[src/rtl/lcd_output_stage.sv]
// LCD output stage: pixel-tick divider, H/V timing, delay-matched sync/DE,
// overlay colour mux and backlight PWM for the panel pins.
module lcd_output_stage #(
  parameter int CLOCK_DIV  = 2,
  parameter int H_ACTIVE   = 800,
  parameter int H_FRONT    = 40,
  parameter int H_SYNC     = 48,
  parameter int H_BACK     = 40,
  parameter int V_ACTIVE   = 480,
  parameter int V_FRONT    = 13,
  parameter int V_SYNC     = 3,
  parameter int V_BACK     = 29,
  parameter int PIPE_DELAY = 1,
  parameter int COLOR_BITS = 8,
  parameter int PWM_BITS   = 8
) (
  input  logic                  clock,
  input  logic                  reset,
  input  logic                  display_enable,
  input  logic [PWM_BITS-1:0]   backlight_level,
  output logic [9:0]            x,
  output logic [9:0]            y,
  output logic                  pixel_tick,
  output logic                  next_frame,
  input  logic [COLOR_BITS-1:0] fb_red,
  input  logic [COLOR_BITS-1:0] fb_green,
  input  logic [COLOR_BITS-1:0] fb_blue,
  input  logic                  overlay_bw,
  output logic [COLOR_BITS-1:0] lcd_red,
  output logic [COLOR_BITS-1:0] lcd_green,
  output logic [COLOR_BITS-1:0] lcd_blue,
  output logic                  lcd_hs_n,
  output logic                  lcd_vs_n,
  output logic                  lcd_de,
  output logic                  lcd_clk,
  output logic                  lcd_display_on,
  output logic                  lcd_backlight
);
  localparam int H_TOTAL = H_ACTIVE + H_FRONT + H_SYNC + H_BACK;
  localparam int V_TOTAL = V_ACTIVE + V_FRONT + V_SYNC + V_BACK;
  localparam int DW      = $clog2(CLOCK_DIV);

  localparam logic [DW-1:0] DIV_LAST = DW'(CLOCK_DIV - 1);
  localparam logic [DW-1:0] DIV_HALF = DW'(CLOCK_DIV / 2);
  localparam logic [10:0] H_LAST       = 11'(H_TOTAL - 1);
  localparam logic [10:0] H_ACT        = 11'(H_ACTIVE);
  localparam logic [10:0] H_SYNC_START = 11'(H_ACTIVE + H_FRONT);
  localparam logic [10:0] H_SYNC_END   = 11'(H_ACTIVE + H_FRONT + H_SYNC);
  localparam logic [10:0] V_LAST       = 11'(V_TOTAL - 1);
  localparam logic [10:0] V_ACT        = 11'(V_ACTIVE);
  localparam logic [10:0] V_ACT_LAST   = 11'(V_ACTIVE - 1);
  localparam logic [10:0] V_SYNC_START = 11'(V_ACTIVE + V_FRONT);
  localparam logic [10:0] V_SYNC_END   = 11'(V_ACTIVE + V_FRONT + V_SYNC);

  logic [DW-1:0]       div_cnt;
  logic [10:0]         h;
  logic [10:0]         v;
  logic [2:0]          raw_ctl;  // {de, hs, vs}, sync active-high
  logic [2:0]          dly_ctl;
  logic                shown;
  logic [PWM_BITS-1:0] pwm_cnt;
  logic [PWM_BITS-1:0] pwm_lvl;
  logic [PWM_BITS-1:0] lvl_eff;

  assign pixel_tick = (div_cnt == DIV_LAST);
  assign lcd_clk    = (div_cnt >= DIV_HALF);
  assign x          = h[9:0];
  assign y          = v[9:0];
  assign next_frame = pixel_tick && (h == H_LAST) && (v == V_ACT_LAST);
  assign raw_ctl    = {(h < H_ACT) && (v < V_ACT),
                       (h >= H_SYNC_START) && (h < H_SYNC_END),
                       (v >= V_SYNC_START) && (v < V_SYNC_END)};

  always_ff @(posedge clock or posedge reset) begin
    if (reset) begin
      div_cnt <= '0;
    end else if (div_cnt == DIV_LAST) begin
      div_cnt <= '0;
    end else begin
      div_cnt <= div_cnt + 1'b1;
    end
  end

  always_ff @(posedge clock or posedge reset) begin
    if (reset) begin
      h <= '0;
      v <= '0;
    end else if (pixel_tick) begin
      if (h == H_LAST) begin
        h <= '0;
        v <= (v == V_LAST) ? 11'd0 : v + 11'd1;
      end else begin
        h <= h + 11'd1;
      end
    end
  end

  // Delay raw controls so they line up with colour arriving from the frame buffer.
  generate
    if (PIPE_DELAY == 0) begin : g_no_delay
      assign dly_ctl = raw_ctl;
    end else begin : g_delay
      logic [2:0] sr [PIPE_DELAY];
      always_ff @(posedge clock or posedge reset) begin
        if (reset) begin
          for (int i = 0; i < PIPE_DELAY; i++) sr[i] <= '0;
        end else if (pixel_tick) begin
          sr[0] <= raw_ctl;
          for (int i = 1; i < PIPE_DELAY; i++) sr[i] <= sr[i-1];
        end
      end
      assign dly_ctl = sr[PIPE_DELAY-1];
    end
  endgenerate

  assign shown = dly_ctl[2] && display_enable;

  always_ff @(posedge clock or posedge reset) begin
    if (reset) begin
      lcd_red   <= '0;
      lcd_green <= '0;
      lcd_blue  <= '0;
      lcd_hs_n  <= 1'b1;
      lcd_vs_n  <= 1'b1;
      lcd_de    <= 1'b0;
    end else if (pixel_tick) begin
      lcd_hs_n  <= ~dly_ctl[1];
      lcd_vs_n  <= ~dly_ctl[0];
      lcd_de    <= shown;
      lcd_red   <= !shown ? '0 : (overlay_bw ? '1 : fb_red);
      lcd_green <= !shown ? '0 : (overlay_bw ? '1 : fb_green);
      lcd_blue  <= !shown ? '0 : (overlay_bw ? '1 : fb_blue);
    end
  end

  // A new level is picked up only at the start of a PWM period.
  assign lvl_eff = (pwm_cnt == '0) ? backlight_level : pwm_lvl;

  always_ff @(posedge clock or posedge reset) begin
    if (reset) begin
      pwm_cnt        <= '0;
      pwm_lvl        <= '0;
      lcd_backlight  <= 1'b0;
      lcd_display_on <= 1'b0;
    end else begin
      pwm_cnt        <= pwm_cnt + 1'b1;
      pwm_lvl        <= lvl_eff;
      lcd_backlight  <= (&lvl_eff) || (pwm_cnt < lvl_eff);
      lcd_display_on <= display_enable;
    end
  end
endmodule

[config.mk]
export PLATFORM = sky130hd
export DESIGN_NAME = lcd_output_stage
export DESIGN_NICKNAME = d
export VERILOG_FILES = /design/src/rtl/lcd_output_stage.sv
export SDC_FILE = /design/constraint.sdc
export NUM_CORES = 1
export LEC_CHECK = 0
export BUFFER_PORTS_ARGS = -buffer_cell sky130_fd_sc_hd__buf_2
export CORE_ASPECT_RATIO = 0.7
export CORE_UTILIZATION = 35
export DETAILED_ROUTE_END_ITERATION = 7
export PLACE_DENSITY = 0.59
export RECOVER_POWER = 25
export SYNTH_ARGS = -nofsm -noshare
export SYNTH_HDL_FRONTEND = slang
export SYNTH_SLANG_ARGS = --single-unit
[constraint.sdc]
create_clock -name clock -period 6.8 [get_ports clock]
set_input_delay 1.36 -clock clock [delete_from_list [all_inputs] [get_ports clock]]
set_output_delay 1.36 -clock clock [all_outputs]
set_load 0.02 [all_outputs]
==> out/qor.yml, run 1 <==
floorplanning:
  die_x_um: 121.9
  rows: 30
  ios: 88
  initial_utilization_pct: 36.22
  core_area_mm2: 0.009722
  die_h_um: 85.92
  dieArea_mm2: 0.01047
grt:
  track_usage_pct: 15.64
  gr-total-overflow: 0
  grt_max_degree: 72
  antenna_found_initial: 0
  grt_pass1_vias: 2567
  grt_pass1_wl_um: 12590
flow_run:
  drv_cap: 0
clocking:
  cts_made_buffers: 9
  cts_max_level: 3
  cts_resized: 0
  cts_buffer_depth: 2
  clkSlewWorstSetupHoldPaths_ns: 0.06
  cts_tree: "yes"
  cts.sinks: 71
  postCtsSetupBuffers: 0
  cts_root_buf: "clkbuf_16"
  cts_hold_buf: 0
  clk_latency_ns: 0.33
routing:
  dr.max_layer_used: "met4"
  met2_length_um: 3287
  drc: 0
  vias: 2722
  wire_per_inst_um: 13.95
  viasPerCell: 5.078
  wl_met1_um: 3611
  dr.first_iter.drc_count: 159
  dr.pass1.iters: 4
  ant_nets: 0
  dr_wl_met3_um: 475
  routed_wirelength_um: 7476
synthesis:
  syn_area_per_cell_um2: 10.54
  netlist_instances: 334
  synth_cell_types: 51
  yosys.cell_count.top_type: "dfrtp_1"
  synthFlopType: "dfrtp_1"
  synth-adder-area-share_pct: 4.620
  netlist_area_mm2: 0.003521
  yosys_warnings: 0
  synth-simple-area-share_pct: 17.20
  synth_compound_area_share_pct: 11.94
  synthTopCellsByArea: "dfrtp_1 49%, o2bb2ai_1 6.5%, buf_4 4.7%, ha_1 4.6%, nor2_1 4.1%"
  synth_edf_count: 0
  synth_top_family_by_area: "simple AND/OR/NAND/NOR gates"
  synth.top_cell.area_share_pct: 49.04
  syn_nets: 383
  async_flop_share_pct: 100.0
  synthMuxAreaShare_pct: 4.016
  synth-xor-area-share_pct: 3.483
  ys_ff_latch: 71
  synth_common_cells: "69 x dfrtp_1, 38 x nor2_1, 26 x o2bb2ai_1"
  synth_top_area_cell: "dfrtp_1"
  ys_seq_area_share_pct: 50.53
placement:
  routabilityCongestion: 0.8478
  port_buffers: 87
  placed_area_mm2: 0.003925
  dp_hpwl_um: 5263
worst_setup_path:
  cp_cell_sequence: "ha_1 -> nand3_1 -> or4_4 -> nor3_1 -> buf_2"
  cpLargestDelayFamily: "simple AND/OR/NAND/NOR gates"
  path_depth: 5
  critical_path.max_fanout: 12
  path_buf_inv: 1
  rrSetupSlack_ns: 3.72
  critPathRequiredTime_ns: 5.44
  critPathKind: "reg -> out"
  r2r-end: "lcd_backlight"
  crit_path_max_incr_delay_ns: 0.65
  start_kind: "flop"
  arrival_ns: 2.29
  r2r_cells: 10
  cp-end-kind: "output pin"
  timing.rr.start: "pwm_cnt[0]"
  slowest_stage: "or4_4"
sta:
  finClkSkew_ns: 0.004669
  period_needed_ns: 3.653
  slew_violations: 0
  rsz0062_at_grt: "no"
  finalCritPeriodShare_pct: 53.72
  max_freq_ghz: 0.2737
  setup_violations: 0
  finalSetupTns_ns: 0
  slew_headroom_pct: 33.87
  worst_pin_slew_ns: 0.9891
  finalHoldViolations: 0
finish:
  antennaDiodeCount: 0
  layout.nets: 452
  area_growth_pct: 19.51
  layout-drive-gt1-share_pct: 29.41
  multi_input_area_mm2: 0.001441
  fin_area_mm2: 0.004208
  n_fill_cell: 935
  regArea_mm2: 0.001779
power_and_ir_drop:
  peakVddDrop_mv: 0.1428
  p_per_area_mw_per_mm2: 230.0
  leakagePower_nw: 1.943
  fin_total_pwr_mw: 0.9677
min_path:
  hp-class: "reg -> reg"
  min_to: "lcd_vs_n"
  min_from: "dly_ctl[0]"
  holdPathStages: 1
outcome:
  status: "completed"
## sequential cells by signal (all words and copies together), names as in the netlist
signal          count
lcd_green           8
lcd_de              1
lcd_backlight       1
lcd_red             8
pwm_lvl             8
dly_ctl             3
pwm_cnt             8
pixel_tick          1
v                  11
lcd_display_on      1
lcd_hs_n            1
lcd_vs_n            1
lcd_blue            8
h                  11
## cells by family (layout without fill, tap and decap cells)
group,count (synthesis),count (layout)
xor+xnor,14,14
compound gates,57,57
flops,71,71
fa+ha+maj,13,13
mux,13,13
simple gates,113,113
buf+inv,53,127
## worst max path at each step
| stage | endpoint | slack [ns] | start |
|---|---|---|---|
| global placement | next_frame | 3.60 | h[0] |
| detailed placement | next_frame | 3.54 | h[0] |
| CTS | next_frame | 3.16 | h[0] |
| global route | next_frame | 3.00 | h[0] |
| finish | next_frame | 3.15 | h[0] |
| floorplan | next_frame | 3.47 | h[0] |
## layout by cell type (no fill, tap or decap), types with 2 or more instances in the layout
| master | netlist | layout |
|---|---|---|
| dfrtp_1 | 69 | 69 |
| ha_1 | 13 | 13 |
| clkinv_1 | 1 | 2 |
| o221ai_1 | 2 | 2 |
| buf_2 | 0 | 86 |
| and3_2 | 2 | 2 |
| nand4_1 | 6 | 6 |
| inv_1 | 21 | 20 |
| or3_1 | 3 | 3 |
| nand3_1 | 15 | 16 |
| a31oi_1 | 2 | 2 |
| nand3b_1 | 2 | 2 |
| clkbuf_16 | 0 | 9 |
| mux2i_1 | 4 | 4 |
| nor2_1 | 38 | 38 |
| nand2_1 | 14 | 14 |
| xnor2_1 | 9 | 9 |
| o21ai_0 | 12 | 12 |
| o2bb2ai_1 | 26 | 26 |
| clkinvlp_4 | 0 | 2 |
| xor2_1 | 5 | 5 |
| dfstp_2 | 2 | 2 |
| and3_1 | 2 | 2 |
| nor3_1 | 11 | 11 |
| clkinv_2 | 0 | 3 |
| nor4_1 | 3 | 4 |
| a21oi_1 | 6 | 6 |
| mux2_2 | 8 | 8 |
| and4_1 | 4 | 4 |
| clkbuf_1 | 8 | 2 |
## through the flow
| stage | utilization (%) | setup slack, ns | hold slack (ns) | cells |
|---|---|---|---|---|
| 2_1_floorplan | - | 3.466 | 0.3913 | 334 |
| 3_3_place_gp | 40.37 | 3.596 | 0.4132 | 520 |
| 6_report | 43.28 | 3.147 | 0.4304 | 536 |
| 3_5_place_dp | 40.37 | 3.539 | 0.4285 | 520 |
| 5_1_grt | 43.28 | 3.000 | 0.4587 | 536 |
| 4_1_cts | 43.45 | 3.165 | 0.4342 | 536 |
## power breakdown
part | switching [mW] | total [mW] | internal, mW
logic | 0.0404 | 0.0634 | 0.0230
registers | 0.00672 | 0.442 | 0.435
clock network | 0.171 | 0.462 | 0.291
total | 0.218 | 0.968 | 0.750
## layout make-up
type / instances / share of cell area (%)
Multi-Input combinational cell: 210 / 34.26
Timing Repair Buffer: 89 / 10.59
Clock buffer: 10 / 5.679
Clock inverter: 6 / 1.427
Inverter: 22 / 1.963
Tap cell: 128 / 3.806
Sequential cell: 71 / 42.28
## layer usage
metal,global-route usage [%],vias to the layer above
met5,0,-
met3,5.718,12
met1,21.12,1319
met4,5.163,0
li1,-,1310
met2,23.11,81
(Power assumes the default switching activity.)
==> run 2: changes to the inputs <==
--- a/config.mk
+++ b/config.mk
@@ -5,11 +5,12 @@
 export SDC_FILE = /design/constraint.sdc
 export NUM_CORES = 1
 export LEC_CHECK = 0
+export ABC_AREA = 1
 export BUFFER_PORTS_ARGS = -buffer_cell sky130_fd_sc_hd__buf_2
 export CORE_ASPECT_RATIO = 0.7
 export CORE_UTILIZATION = 35
 export DETAILED_ROUTE_END_ITERATION = 7
-export PLACE_DENSITY = 0.59
+export PLACE_DENSITY = 0.61
 export RECOVER_POWER = 25
 export SYNTH_ARGS = -nofsm -noshare
 export SYNTH_HDL_FRONTEND = slang
==> constraint.sdc (replaced) <==
create_clock -name clock -period 3.19 [get_ports clock]
set_input_delay 0.638 -clock clock [delete_from_list [all_inputs] [get_ports clock]]
set_output_delay 0.638 -clock clock [all_outputs]
set_load 0.02 [all_outputs]
==> out/qor.yml, run 2 <==
floorplanning:
  dieArea_mm2: 0.01086  # +3.7%
  ios: 88  # unchanged
  rows: 30  # unchanged
  initial_utilization_pct: 36.87  # +0.65 points
  die_h_um: 87.48  # +1.8%
  die_x_um: 124.1  # +1.8%
  core_area_mm2: 0.009910  # +1.9%
worst_setup_path:
  cp-end-kind: "output pin"
  critPathKind: "reg -> out"
  crit_path_max_incr_delay_ns: 0.40  # -0.25 ns
  cpLargestDelayFamily: "simple AND/OR/NAND/NOR gates"
  arrival_ns: 1.79  # -0.50 ns
  slowest_stage: "dfrtp_1"
  cp_cell_sequence: "ha_1 -> nand3_1 -> inv_2 -> nand4_4 -> nor4_1 -> buf_2"
  start_kind: "flop"
  critPathRequiredTime_ns: 2.55  # -2.89 ns
  path_buf_inv: 2  # +1
  critical_path.max_fanout: 8  # -4
clocking:
  cts_max_level: 3  # unchanged
  cts_root_buf: "clkbuf_16"
  cts_made_buffers: 9  # unchanged
  cts_resized: 0  # unchanged
  cts_tree: "yes"
  postCtsSetupBuffers: 0  # unchanged
  clkSlewWorstSetupHoldPaths_ns: 0.05  # about the same
  clk_latency_ns: 0.32  # about the same
  cts_buffer_depth: 2  # unchanged
  cts_hold_buf: 0  # unchanged
  cts.sinks: 71  # unchanged
routing:
  wl_met1_um: 4200  # +16%
  drc: 0  # unchanged
  vias: 2858  # +5.0%
  dr.max_layer_used: "met4"
  viasPerCell: 4.632  # -8.8%
  ant_nets: 0  # unchanged
  dr_wl_met3_um: 426  # -10%
  dr.first_iter.drc_count: 95  # -40%
  wire_per_inst_um: 13.00  # -6.8%
  routed_wirelength_um: 8019  # +7.3%
  dr.pass1.iters: 6  # +2
  met2_length_um: 3314  # +0.82%
finish:
  stdcell_count: 617  # +15%
  layout-drive-gt1-share_pct: 28.02  # -1.4 points
  biggestRegsByFlops: "h (11), v (11)"
  final_cell_mix: "86 x buf_2, 78 x nand2_1, 69 x dfrtp_1"
  antennaDiodeCount: 0  # unchanged
  fin_util_pct: 43.90  # +0.62 points
  layout.nets: 533  # +18%
  final_common_cell: "buf_2"
  area_growth_pct: 19.08
grt:
  antenna_found_initial: 0  # unchanged
  gr-total-overflow: 0  # unchanged
  grt_max_degree: 40  # -44%
  grt_pass1_wl_um: 13260  # +5.3%
  track_usage_pct: 15.93  # +0.29 points
  grt_pass1_vias: 2694  # +4.9%
sta:
  max_freq_ghz: 0.4112
  finClkSkew_ns: 0.005157  # +0.0004881 ns
  setup_violations: 0  # unchanged
  slew_headroom_pct: 2.200  # -32 points
  slew_violations: 0  # unchanged
  finalHoldViolations: 0  # unchanged
  rsz0062_at_grt: "no"
  holdWs_ns: 0.4479  # +0.01742 ns
  finalCritPeriodShare_pct: 76.24
  finalSetupTns_ns: 0  # unchanged
  worst_pin_slew_ns: 1.465  # +0.4762 ns
  period_needed_ns: 2.432
flow_run:
  drv_cap: 1  # +1
placement:
  place_inst: 601  # +16%
  dp_hpwl_um: 5916  # +12%
  port_buffers: 87  # unchanged
  routabilityCongestion: 0.8547  # +0.81%
synthesis:
  ys_ff_latch: 71  # unchanged
  synth_common_cells: "78 x nand2_1, 69 x dfrtp_1, 40 x nor2_1"
  synth_edf_count: 0  # unchanged
  netlist_area_mm2: 0.003654  # +3.8%
  async_flop_share_pct: 100.0  # unchanged
  yosys.cell_count.top_type: "nand2_1"
  synthTopCellsByArea: "dfrtp_1 47%, nand2_1 8.0%, o21ai_0 4.7%, ha_1 4.5%, buf_4 4.3%"
  yosys_warnings: 0  # unchanged
  netlist_instances: 413  # +24%
  synth_top_area_cell: "dfrtp_1"
  ys_seq_area_share_pct: 48.70  # -1.8 points
  syn_area_per_cell_um2: 8.846  # -16%
  synth.top_cell.area_share_pct: 47.26  # -1.8 points
  synth_cell_types: 42  # -18%
  syn_nets: 462  # +21%
  synthFlopType: "dfrtp_1"
min_path:
  hp-class: "reg -> reg"
outcome:
  violations: "max-capacitance violations"
  status: "finished, violations left"
power_and_ir_drop:
  p_per_area_mw_per_mm2: 458.8  # +99%
  leakagePower_nw: 2.123  # +9.2%
  intPower_mw: 1.539  # +110%
  p_switching_mw: 0.4572  # +110%
  peakVddDrop_mv: 0.2870  # +100%
  p_comb_share_pct: 6.9  # +0.4 points
  seqPwrFrac_pct: 47.2  # +1.5 points
  fin_total_pwr_mw: 1.996  # +110%
  swShare_pct: 22.91  # +0.36 points
  clockPowerShare_pct: 46.0  # -1.8 points
run 2: cell types whose count changed in the layout (fill, tap and decap cells not counted), moves of 4 or more:
cell / previous run / this run
o2bb2ai_1: 26 / 0
inv_2: 0 / 11
xnor2_1: 9 / 3
xor2_1: 5 / 14
inv_1: 20 / 37
nand3_1: 16 / 22
and4_1: 4 / 0
nand2_1: 14 / 78
mux2_2: 8 / 0
o21ai_0: 12 / 34
o21ai_2: 0 / 4
mux2i_1: 4 / 0
nor2_4: 0 / 4
run 2: metal layers:
layer	GRT usage (%)	vias to the layer above
met5	0	-
met4	4.762	0
met3	3.861	6
met2	22.95	83
met1	23.35	1308
li1	-	1461
run 2: final cells by class:
class                      instances  area (um2)
multi-input combinational        263        1493
inverter                          50       192.7
fill                             977        5559
clock buffer                      12       256.5
sequential                        71        1779
clock inverter                     4       20.02
tap                              128       160.2
timing repair buffer              89       449.2
run 2: final timing paths:
kind | from | endpoint | slack [ns] | depth (start not counted)
max | h[1] | next_frame | 0.76 | 6
max in group asynchronous | reset | lcd_hs_n | 1.42 | 3
max reg2reg | pwm_cnt[0] | lcd_backlight | 1.00 | 14
min | dly_ctl[0] | lcd_vs_n | 0.45 | 1
min reg2reg | dly_ctl[0] | lcd_vs_n | 0.45 | 1
min in group asynchronous | reset | lcd_red[4] | 0.75 | 2
run 2: power groups by stage:
| stage | logic [mW] | clock network (mW) | registers [mW] |
|---|---|---|---|
| after floorplan | 0.0505 | 0 | 0.982 |
| after global placement | 0.137 | 0 | 0.956 |
| after detailed placement | 0.141 | 0 | 0.956 |
| after CTS | 0.141 | 0.946 | 0.941 |
| after global routing | 0.154 | 0.982 | 0.944 |
| final | 0.137 | 0.918 | 0.941 |
run 2: kinds of logic (layout without fill, tap and decap cells):
| kind of cell | after synthesis | count (layout) | share of synthesized area [%] |
|---|---|---|---|
| and+or+nand+nor | 181 | 181 | 24.14 |
| AOI/OAI and AO/OA | 52 | 52 | 8.185 |
| xor gates and xnor gates | 17 | 17 | 4.076 |
| adders and majority gates | 13 | 13 | 4.452 |
| buffers and inverters | 79 | 155 | 10.45 |
| DFF | 71 | 71 | 48.70 |
run 2: worst reg2reg max path, cell delays in order (launching register included):
cell      delay [ns]
dfrtp_1         0.40
inv_1           0.11
ha_1            0.18
nand2_1         0.09
nor2_4          0.18
nand2_8         0.09
inv_6           0.10
nand2_1         0.05
o21a_2          0.13
ha_1            0.29
a21oi_1         0.14
nor2_1          0.06
a211oi_1        0.17
nand2_1         0.08
nand2_1         0.05
run 2: stage by stage:
stage,setup slack (ns),area [um2]
final,0.7578,4350
after global routing,0.6164,4350
after CTS,0.7208,4352
after detailed placement,1.035,4075
after global placement,1.096,4075
after floorplan,0.7587,3654
==> run 3: changes to the inputs <==
==> constraint.sdc (replaced) <==
create_clock -name clock -period 2.2 [get_ports clock]
set_input_delay 0.44 -clock clock [delete_from_list [all_inputs] [get_ports clock]]
set_output_delay 0.44 -clock clock [all_outputs]
set_load 0.02 [all_outputs]
==> out/qor.yml, run 3 (same netlist as run 2, synthesis figures left out) <==
outcome:
  status: "finished, violations left"
  violations: "max-capacitance violations, max-slew violations"
finish:
  antennaDiodeCount: 0  # unchanged
  biggestRegsByFlops: "h (11), v (11)"
  layout.nets: 544  # +2.1%
  multi_input_area_mm2: 0.001528  # +2.3%
  regArea_mm2: 0.001780  # about the same
  fin_util_pct: 45.37  # +1.5 points
  area_growth_pct: 23.05
  layout-drive-gt1-share_pct: 31.60  # +3.6 points
  final_cell_mix: "86 x buf_2, 77 x nand2_1, 68 x dfrtp_1"
  final_common_cell: "buf_2"
  stdcell_count: 628  # +1.8%
  n_fill_cell: 968  # -0.92%
sta:
  finClkSkew_ns: 0.004072  # -0.001084 ns
  finalSetupTns_ns: 0  # unchanged
  finalCritPeriodShare_pct: 94.82
  finalHoldViolations: 0  # unchanged
  setup_violations: 0  # unchanged
  slew_headroom_pct: -6.371  # -8.6 points
  worst_pin_slew_ns: 1.596  # +0.1302 ns
  slew_violations: 72  # +72
  period_needed_ns: 2.086
  max_freq_ghz: 0.4794
placement:
  place_inst: 605  # +0.67%
  routabilityCongestion: 0.8664  # +1.4%
  port_buffers: 87  # unchanged
  dp_hpwl_um: 5980  # +1.1%
worst_setup_path:
  start_kind: "flop"
  cpLargestDelayFamily: "flip-flops"
  critPathRequiredTime_ns: 1.76  # -0.79 ns
  critPathKind: "reg -> out"
  rrSetupSlack_ns: 0.12  # -0.88 ns
  cp_cell_sequence: "ha_2 -> nand3_1 -> inv_2 -> nand4_4 -> nor4_2 -> buf_2"
  arrival_ns: 1.65  # -0.14 ns
  critical_path.max_fanout: 4  # -4
  path_buf_inv: 2  # unchanged
  slowest_stage: "dfrtp_1"
  cp-end-kind: "output pin"
  crit_path_max_incr_delay_ns: 0.39  # about the same
routing:
  drc: 0  # unchanged
  dr.pass1.iters: 4  # -2
  vias: 2933  # +2.6%
  ant_nets: 0  # unchanged
  viasPerCell: 4.670  # +0.83%
  wire_per_inst_um: 13.29  # +2.3%
  dr.first_iter.drc_count: 163  # +72%
  routed_wirelength_um: 8346  # +4.1%
grt:
  grt_pass1_wl_um: 13500  # +1.8%
  antenna_found_initial: 0  # unchanged
  grt_max_degree: 72  # +80%
  track_usage_pct: 16.51  # +0.58 points
  grt_pass1_vias: 2726  # +1.2%
  gr-total-overflow: 0  # unchanged
power_and_ir_drop:
  clockPowerShare_pct: 47.6  # +1.6 points
  p_switching_mw: 0.6930  # +52%
  leakagePower_nw: 2.175  # +2.5%
  p_per_area_mw_per_mm2: 664.8  # +45%
  fin_total_pwr_mw: 2.989  # +50%
  peakVddDrop_mv: 0.5037  # +76%
  intPower_mw: 2.296  # +49%
  p_comb_share_pct: 6.7  # -0.2 points
  seqPwrFrac_pct: 45.7  # -1.5 points
  swShare_pct: 23.19  # +0.28 points
clocking:
  cts_tree: "yes"
  cts_buffer_depth: 2  # unchanged
  clkSlewWorstSetupHoldPaths_ns: 0.06  # about the same
  cts_max_level: 3  # unchanged
  cts_made_buffers: 9  # unchanged
  cts_root_buf: "clkbuf_16"
  cts.sinks: 71  # unchanged
  clk_latency_ns: 0.33  # about the same
floorplanning:
  die_x_um: 124.1  # unchanged
  ios: 88  # unchanged
  dieArea_mm2: 0.01086  # unchanged
  die_h_um: 87.48  # unchanged
  rows: 30  # unchanged
  initial_utilization_pct: 36.87  # unchanged
  core_area_mm2: 0.009910  # unchanged
flow_run:
  drv_cap: 1  # unchanged
min_path:
  hp-class: "in -> reg"
[run 3: changes by cell type in the layout (fill, tap and decap cells not counted), sizes merged]
cell | before | now
inv | 49 | 47
buf | 88 | 98
clkinvlp | 0 | 1
clkbuf | 13 | 15
[run 3: power by group through the flow]
stage	clock (mW)	combinational, mW	sequential (mW)
floorplan	0	0.0736	1.42
global placement	0	0.203	1.39
detailed placement	0	0.207	1.39
CTS	1.46	0.207	1.37
global route	1.53	0.227	1.37
finish	1.42	0.201	1.37
[run 3: worst paths after layout]
| path | start | endpoint | cells past startpoint |
|---|---|---|---|
| worst max register to register | pwm_cnt[0] | lcd_backlight | 13 |
| worst min-delay path | display_enable | lcd_display_on | 1 |
| worst min register to register | dly_ctl[0] | lcd_vs_n | 1 |
| max in group asynchronous | reset | v[0] | 3 |
| worst max-delay path | h[1] | next_frame | 6 |
| min in group asynchronous | reset | lcd_green[5] | 3 |
[run 3: timing repair]
action / CTS / global route
resized for setup: 0 / 11
setup endpoints to repair: 0 / 2
buffers inserted: 0 / 7
hold buffers: 0 / 0
[run 3: layout make-up]
| class | instances | share of cell area [%] |
|---|---|---|
| clock inverters | 3 | 0.3340 |
| repair buffers | 100 | 11.75 |
| multi-input cells | 263 | 33.98 |
| inverters | 50 | 4.537 |
| flip-flops and latches | 71 | 39.60 |
| well taps | 128 | 3.562 |
| clock buffers | 13 | 6.234 |
[run 3: per-layer routing]
metal,track usage (%),vias up,wire length [um]
li1,-,1476,-
met1,23.39,1369,4200
met2,23.51,80,3543
met3,6.086,8,527
met4,4.221,0,74
met5,0,-,0
[run 3: stage by stage]
step | setup WS, ns | hold WS, ns | instance area [um2]
after floorplan | 0.2094 | 0.4058 | 3657
after global placement | 0.1301 | 0.4169 | 4121
after detailed placement | 0.06293 | 0.4332 | 4121
after CTS | 0.03392 | 0.2263 | 4417
after global routing | -0.04914 | 0.2814 | 4496
final | 0.1140 | 0.2986 | 4496
[run 3: worst reg2reg max path, cell delays in order (launching register included)]
cell      delay, ns
dfrtp_1        0.40
inv_2          0.08
ha_1           0.18
nand2_2        0.08
nor2_4         0.15
nand2_8        0.10
or2_1          0.23
o21ai_2        0.09
ha_1           0.29
nand2_1        0.09
nor2_1         0.05
a211oi_2       0.14
nand2_1        0.07
nand2_1        0.06
